==> config.mk <==
export PLATFORM = sky130hd
export DESIGN_NAME = gru_seq_ctrl
export DESIGN_NICKNAME = d
export VERILOG_FILES = /design/src/rtl/gru_pkg.sv /design/src/rtl/gru_addr_gen.sv /design/src/rtl/gru_seq_ctrl.sv
export SDC_FILE = /design/constraint.sdc
export NUM_CORES = 1
export LEC_CHECK = 0
export ABC_AREA = 1
export BUFFER_PORTS_ARGS = -buffer_cell sky130_fd_sc_hd__buf_4
export CAP_MARGIN = 20
export CORE_ASPECT_RATIO = 0.75
export CORE_MARGIN = 3
export CORE_UTILIZATION = 26
export DETAILED_ROUTE_END_ITERATION = 8
export PLACE_DENSITY_LB_ADDON = 0.05
export SYNTH_ARGS = -nofsm -noshare
export SYNTH_HDL_FRONTEND = slang
export SYNTH_SLANG_ARGS = --single-unit
==> constraint.sdc <==
create_clock -name clk -period 6.4 [get_ports clk]
set_input_delay 0.64 -clock clk [delete_from_list [all_inputs] [get_ports clk]]
set_output_delay 0.64 -clock clk [all_outputs]
set_load 0.01 [all_outputs]
==> src/rtl/gru_pkg.sv <==
// Shared definitions for the GRU timestep sequencer: datapath word width,
// phase encoding (Z, R, H gates) and the sequencer state enumeration.
package gru_pkg;

    localparam int FIXED = 32;

    localparam logic [1:0] PH_Z = 2'd0;
    localparam logic [1:0] PH_R = 2'd1;
    localparam logic [1:0] PH_H = 2'd2;

    typedef enum logic [2:0] {
        IDLE,
        BIAS,
        MAC_IN,
        MAC_REC,
        ACT,
        WB,
        FIN
    } state_t;

endpackage

==> src/rtl/gru_addr_gen.sv <==
// Bias and weight address generator for the GRU sequencer.
// Ports: phase, i (operand index), j (neuron index) in;
//        b_addr = phase*N + j, w_addr = i*3N + phase*N + j out.
// All arithmetic is unsigned and truncated to AW bits.
module gru_addr_gen
    import gru_pkg::*;
#(
    parameter int N  = 24,
    parameter int AW = 16
) (
    input  logic [1:0]    phase,
    input  logic [AW-1:0] i,
    input  logic [AW-1:0] j,
    output logic [AW-1:0] b_addr,
    output logic [AW-1:0] w_addr
);

    localparam logic [AW-1:0] STRIDE = AW'(3 * N);
    localparam logic [AW-1:0] NN     = AW'(N);

    logic [AW-1:0] ph_ext;
    logic [AW-1:0] gate_off;

    assign ph_ext   = {{(AW-2){1'b0}}, phase};
    assign gate_off = ph_ext * NN + j;
    assign b_addr   = gate_off;
    assign w_addr   = i * STRIDE + gate_off;

endmodule

==> src/rtl/gru_seq_ctrl.sv <==
// GRU timestep sequencer: for each phase Z, R, H and each neuron j it loads
// the bias, accumulates M input and N recurrent products, requests an
// activation and writes the result back, then pulses done.
// Ports: clk, rst (sync, active-high), start, act_ack in; busy, done, phase,
//        b_addr, w_addr, in_idx, mac_clr, mac_en, mac_sel, mac_rmul,
//        act_req, wb_en, wb_idx out (all registered).
// Optional: GRU_SEQ_CTRL_PERF_EN adds cyc_cnt, a 32-bit busy-cycle counter.
module gru_seq_ctrl
    import gru_pkg::*;
#(
    parameter int FIXED = gru_pkg::FIXED,
    parameter int M     = 24,
    parameter int N     = 24,
    parameter int AW    = 16
) (
    input  logic          clk,
    input  logic          rst,
    input  logic          start,
    output logic          busy,
    output logic          done,
    output logic [1:0]    phase,
    output logic [AW-1:0] b_addr,
    output logic [AW-1:0] w_addr,
    output logic [AW-1:0] in_idx,
    output logic          mac_clr,
    output logic          mac_en,
    output logic          mac_sel,
    output logic          mac_rmul,
    output logic          act_req,
    input  logic          act_ack,
    output logic          wb_en,
    output logic [AW-1:0] wb_idx
`ifdef GRU_SEQ_CTRL_PERF_EN
    ,
    output logic [31:0]   cyc_cnt
`endif
);

    localparam longint unsigned MAXMN = (M > N) ? M : N;

    // Reject configurations whose addresses would wrap at AW bits.
    if (FIXED < 1 || longint'(3 * N) * MAXMN >= (64'd1 << AW)) begin : g_bad_params
        $error("gru_seq_ctrl: parameters violate 3N*max(M,N) < 2^AW");
    end

    localparam logic [AW-1:0] M_LAST = AW'(M - 1);
    localparam logic [AW-1:0] N_LAST = AW'(N - 1);

    state_t        state;
    state_t        state_n;
    logic [AW-1:0] i;
    logic [AW-1:0] i_n;
    logic [AW-1:0] j;
    logic [AW-1:0] j_n;
    logic [1:0]    ph;
    logic [1:0]    ph_n;
    logic [AW-1:0] b_addr_n;
    logic [AW-1:0] w_addr_n;

    // Next-state and next-counter values; the registered outputs below are
    // derived from these so every strobe lines up with its address.
    always_comb begin
        state_n = state;
        i_n     = i;
        j_n     = j;
        ph_n    = ph;
        unique case (state)
            IDLE: begin
                if (start) begin
                    state_n = BIAS;
                    i_n     = '0;
                    j_n     = '0;
                    ph_n    = PH_Z;
                end
            end
            BIAS: begin
                state_n = MAC_IN;
                i_n     = '0;
            end
            MAC_IN: begin
                if (i == M_LAST) begin
                    state_n = MAC_REC;
                    i_n     = '0;
                end else begin
                    i_n = i + AW'(1);
                end
            end
            MAC_REC: begin
                if (i == N_LAST) begin
                    state_n = ACT;
                    i_n     = '0;
                end else begin
                    i_n = i + AW'(1);
                end
            end
            ACT: begin
                if (act_ack) begin
                    state_n = WB;
                end
            end
            WB: begin
                if (j != N_LAST) begin
                    state_n = BIAS;
                    j_n     = j + AW'(1);
                end else if (ph != PH_H) begin
                    state_n = BIAS;
                    j_n     = '0;
                    ph_n    = ph + 2'd1;
                end else begin
                    state_n = FIN;
                    j_n     = '0;
                    ph_n    = PH_Z;
                end
            end
            FIN: begin
                state_n = IDLE;
            end
            default: begin
                state_n = IDLE;
            end
        endcase
    end

    gru_addr_gen #(
        .N  (N),
        .AW (AW)
    ) u_addr_gen (
        .phase  (ph_n),
        .i      (i_n),
        .j      (j_n),
        .b_addr (b_addr_n),
        .w_addr (w_addr_n)
    );

    always_ff @(posedge clk) begin
        if (rst) begin
            state    <= IDLE;
            i        <= '0;
            j        <= '0;
            ph       <= PH_Z;
            busy     <= 1'b0;
            done     <= 1'b0;
            phase    <= 2'd0;
            b_addr   <= '0;
            w_addr   <= '0;
            in_idx   <= '0;
            mac_clr  <= 1'b0;
            mac_en   <= 1'b0;
            mac_sel  <= 1'b0;
            mac_rmul <= 1'b0;
            act_req  <= 1'b0;
            wb_en    <= 1'b0;
            wb_idx   <= '0;
        end else begin
            state    <= state_n;
            i        <= i_n;
            j        <= j_n;
            ph       <= ph_n;
            busy     <= (state_n != IDLE);
            done     <= (state_n == FIN);
            phase    <= ph_n;
            b_addr   <= (state_n == BIAS) ? b_addr_n : '0;
            mac_clr  <= (state_n == BIAS);
            act_req  <= (state_n == ACT);
            wb_en    <= (state_n == WB);
            wb_idx   <= (state_n == WB) ? j_n : '0;
            if (state_n == MAC_IN || state_n == MAC_REC) begin
                w_addr <= w_addr_n;
                in_idx <= i_n;
                mac_en <= 1'b1;
            end else begin
                w_addr <= '0;
                in_idx <= '0;
                mac_en <= 1'b0;
            end
            mac_sel  <= (state_n == MAC_REC);
            // Only the candidate (H) gate scales the recurrent term by r.
            mac_rmul <= (state_n == MAC_REC) && (ph_n == PH_H);
        end
    end

`ifdef GRU_SEQ_CTRL_PERF_EN
    always_ff @(posedge clk) begin
        if (rst) begin
            cyc_cnt <= '0;
        end else if (state == IDLE && start) begin
            cyc_cnt <= '0;
        end else if (busy) begin
            cyc_cnt <= cyc_cnt + 32'd1;
        end
    end
`endif

endmodule

==> metrics.md, run 1 <==
| Metric | Value |
|---|---|
| Outcome | `finished clean` |
| Core ar. | `21200 µm²` |
| Wire per inst | `14.6 µm` |
| ANT nets after route | `0` |
| Peak supply drop | `112 µV` |
| Total gr overflow | `0` |
| PortBufs | `77` |
| Synthesized cell area | `5660 µm²` |
| Maximum number of pins on one net before global-route repair | `39` |
| Max H-tree Level | `3` |
| Synth cell types | `40` |
| Overall Global Routing Usage | `14.9%` |
| Fillers | `2324` |
| Vias per inst | `4.45` |
| Vias in the first global route | `4965` |
| CTS tree | `done` |
| Max-cap violations | `0` |
| Number of synthesis warnings | `0` |
| Bufs and invs on worst path | `6` |
| Crit Path Class | `register to register` |
| FF+latch count, synth | `109` |
| Die Width | `176 µm` |
| Commonest non-fill, non-tap cell in the layout | `nand2_1` |
| Starting Density | `26.6%` |
| Fin. Hold Viols | `0` |
| CP arrival | `5.07 ns` |
| Most frequent cells in the layout | `nand2_1, nor2_1, inv_1, dfxtp_1, buf_4` |
| Dpl hpwl | `13.5 mm` |
| CP required | `6.66 ns` |
| Critical Path End Type | `register` |
| Die Area | `23600 µm²` |
| Top cells by area, synth | `dfxtp_1, nand2_1, nor2_1` |
| Post-synth top area share | `38.6%` |
| Crit path launch type | `register` |
| Placer congestion estimate | `0.858` |
| Final setup vio count | `0` |
| Num CTS Buffers | `9` |
| DRC violations left | `0` |
| Worst-Margin Slew | `0.714 ns` |
| Max Clk Rate | `208 MHz` |
| # rows | `46` |
| RSZ-0062 raised after global routing | `false` |
| Register area share after synthesis | `38.6%` |
| Global-route wire length before repair | `27.4 mm` |
| Clock buffer depth | `2` |
| Die height | `134 µm` |
| Fin crit period | `4.81 ns` |
| Area Growth Syn to Fin | `21.0%` |
| Hold WS | `0.559 ns` |
| CTS Sinks | `109` |
| Synth Area per Inst | `7.04 µm²` |
| Clk_skew | `0.00851 ns` |
| Cells after Synth | `803` |
| CTS root buffer | `clkbuf_16` |
| 1st-iter DRT viols | `295` |
| Post-CTS Setup Repair Bufs | `0` |
| CTS Hold Bufs | `0` |
| Pre-antenna DRT Iters | `5` |
| Final Cycle Share | `75.2%` |
| Cts repair resizes | `0` |
| Syn nets | `847` |
| Post-route setup TNS | `0 ns` |
| Worst path max stage delay | `0.46 ns` |
| Fraction of layout instances using a drive strength above 1 | `13.8%` |
| Via count | `5215` |
| Diodes inserted | `0` |
| Headroom to the max-slew limit | `51.9%` |
| Detailed Route WL | `17.1 mm` |
| Total power | `1.37 mW` |
| Clock transition at the registers of the reported paths | `0.08 ns` |
| Pins Over Slew Limit | `0` |
| CP Max Fanout | `12` |
| Yosys top cell by area | `dfxtp_1` |
| CP max stage cell | `dfxtp_1` |
| Initial antenna violation count | `0` |
| Worst path top cell family by delay | `simple AND/OR/NAND/NOR gates` |
| Cell area power density | `200 nW/µm²` |
| NumNets Final | `924` |
| Ports | `78` |
| Skew-Pair Late Insertion Delay | `0.36 ns` |
| Hold Crit Class | `register to register` |
| Pleak | `3.13 nW` |
-- area by class of cell --
cell class	instances	area, µm²	share of cell area (%)
clock buffer	11	253	3.69
multi-input combinational	551	2910	42.5
inverter	131	492	7.18
tap	288	360	5.26
sequential	109	2180	31.9
clock inverter	5	67.6	0.987
timing repair buffer	78	586	8.55
-- state kept, by name, summed over array words and instances, names as in the netlist, 2 cells and up --
register  cells
b_addr       16
i            16
in_idx       16
j            16
w_addr       16
wb_idx       16
state         3
ph            2
-- report_power, final --
group          total [mW]  internal (mW)  switching [mW]
logic              0.0781         0.0192          0.0590
clock network       0.603          0.330           0.272
registers           0.687          0.683         0.00374
-- worst min-delay path, stage by stage, from the launching register on --
cell,delay (ns)
dfxtp_1,0.35
nand2_1,0.10
a21oi_1,0.06
-- stage by stage --
| stage | util, % | setup WS (ns) | cell area (µm²) | std cells |
|---|---|---|---|---|
| finish | 32.2 | 1.59 | 6850 | 1173 |
| global route | 32.2 | 1.02 | 6850 | 1173 |
| CTS | 32.2 | 1.56 | 6850 | 1173 |
| detailed placement | 30.7 | 1.34 | 6530 | 1157 |
| global placement | 30.7 | 1.59 | 6530 | 1157 |
| floorplan | - | 2.19 | 5660 | 803 |
-- layer usage --
metal	wire, µm	track usage (%)
met1	9370	23.4
met2	6460	20.3
met3	1100	3.22
met4	149	3.30
met5	0	0
-- path summary, 6_finish.rpt --
kind	from	end	slack [ns]	cells after the start
worst max-delay path	state[2]$_SDFF_PP0_	w_addr[14]$_SDFF_PP0_	1.59	26
worst max register to register	state[2]$_SDFF_PP0_	w_addr[14]$_SDFF_PP0_	1.59	26
worst min register to register	ph[1]$_SDFF_PP0_	ph[1]$_SDFF_PP0_	0.56	2
worst min-delay path	ph[1]$_SDFF_PP0_	ph[1]$_SDFF_PP0_	0.56	2
-- Yosys cell counts --
library cell  instances
a21o_1                1
a21oi_1              25
a31o_2                2
a31oi_1               2
a32o_1                1
and3_1                1
buf_2                 1
buf_4                 2
buf_6                 3
clkbuf_1              6
clkinv_1              1
dfxtp_1             109
fa_1                  3
ha_1                 37
inv_1               124
inv_2                 6
nand2_1             148
nand2_2               7
nand3_1              62
nand3_2               1
nand3b_1              1
nand4_1              21
nor2_1              145
nor2_2                6
nor3_1                9
nor3_4                1
nor3b_1               2
nor3b_2               1
nor4_1                4
o2111ai_1             2
o211ai_1              3
o21a_1                2
o21ai_0              39
o21ai_1               1
o21bai_1              2
o22ai_1               1
o32ai_1               1
or2_2                 4
xnor2_1               4
xor2_1               12
-- kinds of logic after synthesis --
kind of cell    count (synthesis)  share of synthesized area (%)
flops                         109                           38.6
simple gates                  413                           31.6
fa+ha+maj                      40                           9.25
xor+xnor                       16                           2.48
compound gates                 82                           8.10
buf+inv                       143                           10.0
Note: power is estimated with default switching activity, not from simulation.
==> run 2: changes to the inputs <==
clock period = 3.85 ns   (was 6.4 ns; I/O delays follow)
==> metrics.md, run 2 (synthesized netlist as in run 1, its figures left out) <==
| Metric | Value |
|---|---|
| Outcome | `complete, but fails checks` |
| Failing checks | `setup timing` |
| Fraction of layout instances using a drive strength above 1 | `37.4% (+24 points)` |
| Pleak | `4.03 nW (+29%)` |
| RSZ-0062 raised after global routing | `true` |
| Peak supply drop | `178 µV (+58%)` |
| Hold Path Depth | `3 (+1)` |
| Starting Density | `26.6% (unchanged)` |
| Max H-tree Level | `3 (unchanged)` |
| Vias per inst | `4.40 (-1.1%)` |
| CP most frequent cell | `inv_2` |
| Register share of total power | `49.6% (-0.6 points)` |
| Worst Reg-to-Reg Cells | `28 (+7.7%)` |
| Area of the multi-input gates | `3440 µm² (+18%)` |
| Crit Path Class | `register to register` |
| Overall Global Routing Usage | `16.7% (+1.9 points)` |
| ANT nets after route | `0 (unchanged)` |
| Num CTS Buffers | `9 (unchanged)` |
| Ports | `78 (unchanged)` |
| Top Metal Used | `met4` |
| Final Cycle Share | `104% (+28 points)` |
| Detailed Route WL | `19.9 mm (+17%)` |
| Clock power frac | `42.2% (-1.9 points)` |
| CP max stage cell | `fa_2` |
| Die height | `134 µm (unchanged)` |
| Total power | `2.30 mW (+68%)` |
| Clock transition at the registers of the reported paths | `0.08 ns (about the same)` |
| CTS root buffer | `clkbuf_16` |
| Post-route setup slack | `-0.138 ns (-1.73 ns)` |
| Die Width | `176 µm (unchanged)` |
| Global-route wire length before repair | `30.9 mm (+13%)` |
| CP required | `4.10 ns (-2.56 ns)` |
| Fin. Hold Viols | `0 (unchanged)` |
| Final core occ | `41.0% (+8.8 points)` |
| Placer congestion estimate | `0.882 (+2.8%)` |
| R2R Setup Slk | `-0.14 ns (-1.73 ns)` |
| Fin crit period | `3.99 ns (-0.824 ns)` |
| Die Area | `23600 µm² (unchanged)` |
| Initial antenna violation count | `0 (unchanged)` |
| Dpl hpwl | `15.1 mm (+12%)` |
| Final setup vio count | `2 (+2)` |
| Maximum number of pins on one net before global-route repair | `39 (unchanged)` |
| FF/Latch Area | `2190 µm² (+0.57%)` |
| NumNets Final | `1099 (+19%)` |
| Via count | `5928 (+14%)` |
| WHS Endpoint | `wb_en$_SDFF_PP0_` |
| Worst path max stage delay | `0.38 ns (-0.08 ns)` |
| Clock buffer depth | `2 (unchanged)` |
| CP Max Fanout | `4 (-8)` |
| HP Start | `act_ack` |
| Cell area power density | `264 nW/µm² (+32%)` |
| Total gr overflow | `0 (unchanged)` |
| Pins Over Slew Limit | `0 (unchanged)` |
| Headroom to the max-slew limit | `56.2% (+4.3 points)` |
| CP arrival | `4.24 ns (-0.83 ns)` |
| Worst-Margin Slew | `0.651 ns (-0.0636 ns)` |
| Post-route setup TNS | `-0.235 ns (-0.235 ns)` |
| Hold WS | `0.360 ns (-0.199 ns)` |
| CTS tree | `done` |
| Most frequent cells in the layout | `buf_4, nand2_1, nor2_1, inv_1, dfxtp_1` |
| CTS Hold Bufs | `0 (unchanged)` |
| Fillers | `2187 (-5.9%)` |
| Core ar. | `21200 µm² (unchanged)` |
| Clk_skew | `0.0136 ns (+0.00508 ns)` |
| Net switching power | `0.583 mW (+74%)` |
| Max Clk Rate | `251 MHz (+21%)` |
| Gate power share | `8.2% (+2.5 points)` |
| Skew-Pair Late Insertion Delay | `0.36 ns (about the same)` |
| Sw frac | `25.3% (+0.83 points)` |
| Wire per inst | `14.8 µm (+1.5%)` |
| Reg2Reg Launch Point | `j[12]$_SDFF_PP0_` |
| Hold Crit Class | `primary input to register` |
| Critical Path End Type | `register` |
| M1 wire length | `10.8 mm (+15%)` |
| Internal | `1.72 mW (+66%)` |
| Area Growth Syn to Fin | `54.0%` |
| Diodes inserted | `0 (unchanged)` |
| # rows | `46 (unchanged)` |
| 1st-iter DRT viols | `410 (+39%)` |
| Pre-antenna DRT Iters | `5 (unchanged)` |
| PortBufs | `77 (unchanged)` |
| DRC violations left | `0 (unchanged)` |
| Wire length on met2 | `7.99 mm (+24%)` |
| Capturing point of the worst reg2reg path | `w_addr[14]$_SDFF_PP0_` |
| Crit path launch type | `register` |
| CTS Sinks | `109 (unchanged)` |
| Vias in the first global route | `5702 (+15%)` |
| Routed met3 length | `1.06 mm (-3.8%)` |
| Commonest non-fill, non-tap cell in the layout | `buf_4` |
| Max-cap violations | `0 (unchanged)` |
==> run 2: changes by cell type in the layout (fill, tap and decap cells not counted), sizes merged <==
cell | previous run | this run
buf | 78 | 253
clkbuf | 11 | 10
inv | 131 | 132
==> run 2: what timing repair did <==
item | in CTS | in global routing
buffers inserted | 31 | 12
gates resized for setup | 55 | 83
endpoints found under the hold margin | 0 | 0
setup endpoints to repair | 7 | 12
pin swaps | 32 | 47
==> run 2: worst max path at each step <==
stage,endpoint,slack (ns),startpoint,cells after the start
3_3_place_gp,w_addr[14]$_SDFF_PP0_,-0.40,j[13]$_SDFF_PP0_,27
3_5_place_dp,w_addr[14]$_SDFF_PP0_,-0.43,j[15]$_SDFF_PP0_,27
6_report,w_addr[14]$_SDFF_PP0_,-0.14,j[12]$_SDFF_PP0_,28
4_1_cts,w_addr[14]$_SDFF_PP0_,-0.13,j[1]$_SDFF_PP0_,29
5_1_grt,w_addr[14]$_SDFF_PP0_,-0.34,j[0]$_SDFF_PP0_,27
2_1_floorplan,w_addr[15]$_SDFF_PP0_,0.02,j[0]$_SDFF_PP0_,27
==> run 2: metrics by stage <==
| stage | worst slack, ns | cell area (µm²) | cells |
|---|---|---|---|
| 3_5_place_dp | -0.428 | 7570 | 1293 |
| 4_1_cts | -0.128 | 8280 | 1340 |
| 2_1_floorplan | 0.0163 | 5680 | 803 |
| 6_report | -0.138 | 8710 | 1348 |
| 3_3_place_gp | -0.403 | 7570 | 1293 |
| 5_1_grt | -0.343 | 8710 | 1348 |
==> run 2: final cells by class <==
type                    instances  share of cell area, %
inverters                     131                   5.67
flip-flops and latches        109                   25.2
repair buffers                253                   22.1
clock buffers                  10                   2.63
well taps                     288                   4.14
multi-input cells             551                   39.5
clock inverters                 6                  0.804
==> run 2: power groups by stage <==
| stage | Sequential (mW) | Clock (mW) | Combinational, mW |
|---|---|---|---|
| finish | 1.14 | 0.973 | 0.189 |
| global route | 1.14 | 1.05 | 0.209 |
| CTS | 1.14 | 1.01 | 0.181 |
| detailed placement | 1.17 | 0 | 0.178 |
| global placement | 1.17 | 0 | 0.179 |
| floorplan | 1.17 | 0 | 0.0901 |
==> run 2: per-layer routing <==
metal,track usage (%),up-vias
met2,23.5,129
li1,-,3062
met1,26.0,2727
met4,3.08,0
met5,0,-
met3,3.76,10
==> run 2: critical path, delay by kind of cell (launching register included) <==
| family | cells | cell delay (ns) |
|---|---|---|
| AOI/OAI and AO/OA | 3 | 0.27 |
| xor gates and xnor gates | 1 | 0.22 |
| adders and majority gates | 3 | 0.83 |
| buffers and inverters | 7 | 0.54 |
| DFF | 1 | 0.33 |
| and+or+nand+nor | 14 | 1.71 |
==> run 3: changes to the inputs <==
ABC_AREA = 0   (was 1)
CORE_UTILIZATION = 35   (was 26)
clock period = 4.45 ns   (was 3.85 ns; I/O delays follow)
==> metrics.md, run 3 <==
| Metric | Value |
|---|---|
| Outcome | `finished clean` |
| Critical Path End Type | `register` |
| CP Max Fanout | `5 (+1)` |
| RSZ-0062 raised after global routing | `true` |
| Clock transition at the registers of the reported paths | `0.07 ns (about the same)` |
| Async S/R FF share, synth | `0% (unchanged)` |
| Total gr overflow | `0 (unchanged)` |
| Ports | `78 (unchanged)` |
| Post-route non-filler standard cell count | `1007 (-25%)` |
| Most frequent cells in the layout | `buf_4, dfxtp_1, nor2_1, nand2_1, ha_1` |
| Max Clk Rate | `229 MHz (-8.7%)` |
| CTS Hold Bufs | `0 (unchanged)` |
| CTS tree | `done` |
| Cell area power density | `252 nW/µm² (-4.5%)` |
| Headroom to the max-slew limit | `51.5% (-4.7 points)` |
| Register area share after synthesis | `40.8% (+2.2 points)` |
| Synth cell types | `66 (+65%)` |
| Top cells by area, synth | `dfxtp_1, ha_1, nor2_1` |
| Global-route wire length before repair | `24.8 mm (-20%)` |
| PortBufs | `77 (unchanged)` |
| Die height | `113 µm (-15%)` |
| # rows | `38 (-17%)` |
| Hold Crit Class | `primary input to register` |
| Clock buffer depth | `2 (unchanged)` |
| Dpl hpwl | `11.9 mm (-21%)` |
| Yosys top cell by area | `dfxtp_1` |
| Post-route setup TNS | `0 ns (+0.235 ns)` |
| Worst-Margin Slew | `0.728 ns (+0.0771 ns)` |
| Crit path launch type | `register` |
| Maximum number of pins on one net before global-route repair | `41 (+5.1%)` |
| Pins Over Slew Limit | `0 (unchanged)` |
| Final setup vio count | `0 (-2)` |
| Fin. Hold Viols | `0 (unchanged)` |
| Die Area | `16800 µm² (-29%)` |
| Diodes inserted | `0 (unchanged)` |
| CP required | `4.68 ns (+0.58 ns)` |
| Post-synth top area share | `40.8% (+2.2 points)` |
| Num CTS Buffers | `9 (unchanged)` |
| Post-synth top cells | `dfxtp_1, nor2_1, ha_1` |
| Initial antenna violation count | `0 (unchanged)` |
| Fraction of layout instances using a drive strength above 1 | `33.6% (-3.8 points)` |
| Overall Global Routing Usage | `18.6% (+1.8 points)` |
| Peak supply drop | `152 µV (-14%)` |
| Synthesized cell area | `5350 µm² (-5.4%)` |
| Max-cap violations | `0 (unchanged)` |
| CTS root buffer | `clkbuf_16` |
| Vias per inst | `4.98 (+13%)` |
| Die Width | `149 µm (-16%)` |
| Placer congestion estimate | `0.970 (+10%)` |
| Area Growth Syn to Fin | `40.6%` |
| Primary FF master, synth | `dfxtp_1` |
| Vias in the first global route | `4727 (-17%)` |
| DRC violations left | `0 (unchanged)` |
| ANT nets after route | `0 (unchanged)` |
| Final Cycle Share | `98.1% (-5.4 points)` |
| Number of synthesis warnings | `0 (unchanged)` |
| Via count | `5010 (-15%)` |
| Commonest non-fill, non-tap cell in the layout | `buf_4` |
| DP Cell Count | `985 (-24%)` |
| Max H-tree Level | `3 (unchanged)` |
| 1st-iter DRT viols | `277 (-32%)` |
| CTS Sinks | `109 (unchanged)` |
| Most common cell in the netlist | `dfxtp_1` |
| Pre-antenna DRT Iters | `5 (unchanged)` |
| Pleak | `3.55 nW (-12%)` |
| Syn nets | `665 (-21%)` |
| Cells after Synth | `621 (-23%)` |
| FF+latch count, synth | `109 (unchanged)` |
| Fin crit period | `4.37 ns (+0.380 ns)` |
| NumNets Final | `847 (-23%)` |
| Core ar. | `14700 µm² (-31%)` |
| Synth Area per Inst | `8.62 µm² (+22%)` |
| Clk_skew | `0.00595 ns (-0.00764 ns)` |
| Starting Density | `36.4% (+9.8 points)` |
| Wire per inst | `15.6 µm (+5.5%)` |
| CP arrival | `4.60 ns (+0.36 ns)` |
| Post-synth EDFFs | `0 (unchanged)` |
| Crit Path Class | `register to register` |
| Detailed Route WL | `15.7 mm (-21%)` |
| Skew-Pair Late Insertion Delay | `0.35 ns (about the same)` |
## run 3: cell count changes after synthesis, sizes merged, moves of 10 or more
cell	before	now
nand3	63	11
o21ai	40	27
xnor2	4	23
inv	130	30
nor2	151	102
clkbuf	6	18
nand4	21	8
and2	0	19
nor2b	0	16
and3	1	11
nand2	155	35
## run 3: cell families (layout without fill, tap and decap cells)
family                     count (synthesis)  in the layout  share of synthesized area [%]
AOI/OAI and AO/OA                        115            115                           14.3
buffers and inverters                     52            238                           3.70
muxes                                      2              2                          0.374
xor gates and xnor gates                  34             34                           5.57
adders and majority gates                 40             40                           9.78
and+or+nand+nor                          269            269                           25.5
DFF                                      109            109                           40.8
## run 3: layout make-up
| class | count | area [µm²] |
|---|---|---|
| Tap cell | 200 | 250 |
| Sequential cell | 109 | 2190 |
| Clock buffer | 10 | 239 |
| Timing Repair Buffer | 193 | 1460 |
| Fill cell | 1433 | 7170 |
| Multi-Input combinational cell | 460 | 3230 |
| Inverter | 30 | 113 |
| Clock inverter | 5 | 46.3 |
## run 3: repair_timing
item                       in CTS  in global routing
buffers inserted                1                  6
setup endpoints to repair       4                  6
pin swaps                       4                 35
resized for setup              14                 40
cloned                          0                  0
## run 3: worst paths after layout
kind                          from  slack, ns  depth (start not counted)                    end
setup reg to reg   j[0]$_SDFF_PP0_       0.08                         25  w_addr[15]$_SDFF_PP0_
setup / recovery   j[0]$_SDFF_PP0_       0.08                         25  w_addr[15]$_SDFF_PP0_
hold reg to reg   i[15]$_SDFF_PP0_       0.61                          2  in_idx[15]$_SDFF_PP0_
hold / removal                 rst       0.54                          2       i[13]$_SDFF_PP0_
## run 3: power breakdown
part	leakage (nW)	total (mW)	internal [mW]	switching, mW
clock network	0.141	0.778	0.400	0.378
logic	2.53	0.132	0.0485	0.0833
registers	0.881	0.989	0.983	0.00618
total	3.55	1.90	1.43	0.467
## run 3: layer usage
metal	share of wire [%]	GRT usage (%)	wire (µm)
met2	40	25.7	6260
met5	0	0	0
met4	0.79	3.78	124
met3	6.5	4.84	1030
met1	53	28.8	8290
## run 3: worst max-delay path: stages (launching register included)
cell and delay, ns:
dfxtp_2 0.37, ha_4 0.16, nor4bb_4 0.19, nand4_1 0.14, buf_6 0.17, nand2_4 0.05, nand2_2 0.06, a22o_1 0.28
ha_4 0.30, inv_2 0.04, ha_4 0.25, a21o_1 0.11, a21oi_2 0.05, nor2b_1 0.11, nor2_1 0.06, nor2_2 0.23
nand4_1 0.20, xnor2_2 0.21, ha_1 0.36, nand3_1 0.11, nand2_1 0.07, a41oi_2 0.19, nand2_1 0.11, and4_1 0.19
mux2i_1 0.16, nand3_2 0.07
## run 3: through the flow
stage	hold WS (ns)	util (%)	instance area, µm²	power, mW	setup slack, ns
floorplan	0.521	-	5390	1.08	0.00682
global placement	0.555	47.2	6940	1.14	-0.200
detailed placement	0.577	47.2	6940	1.14	-0.218
CTS	0.530	49.7	7300	1.92	-0.0310
global route	0.545	51.2	7520	1.98	-0.205
finish	0.535	51.2	7520	1.90	0.0826
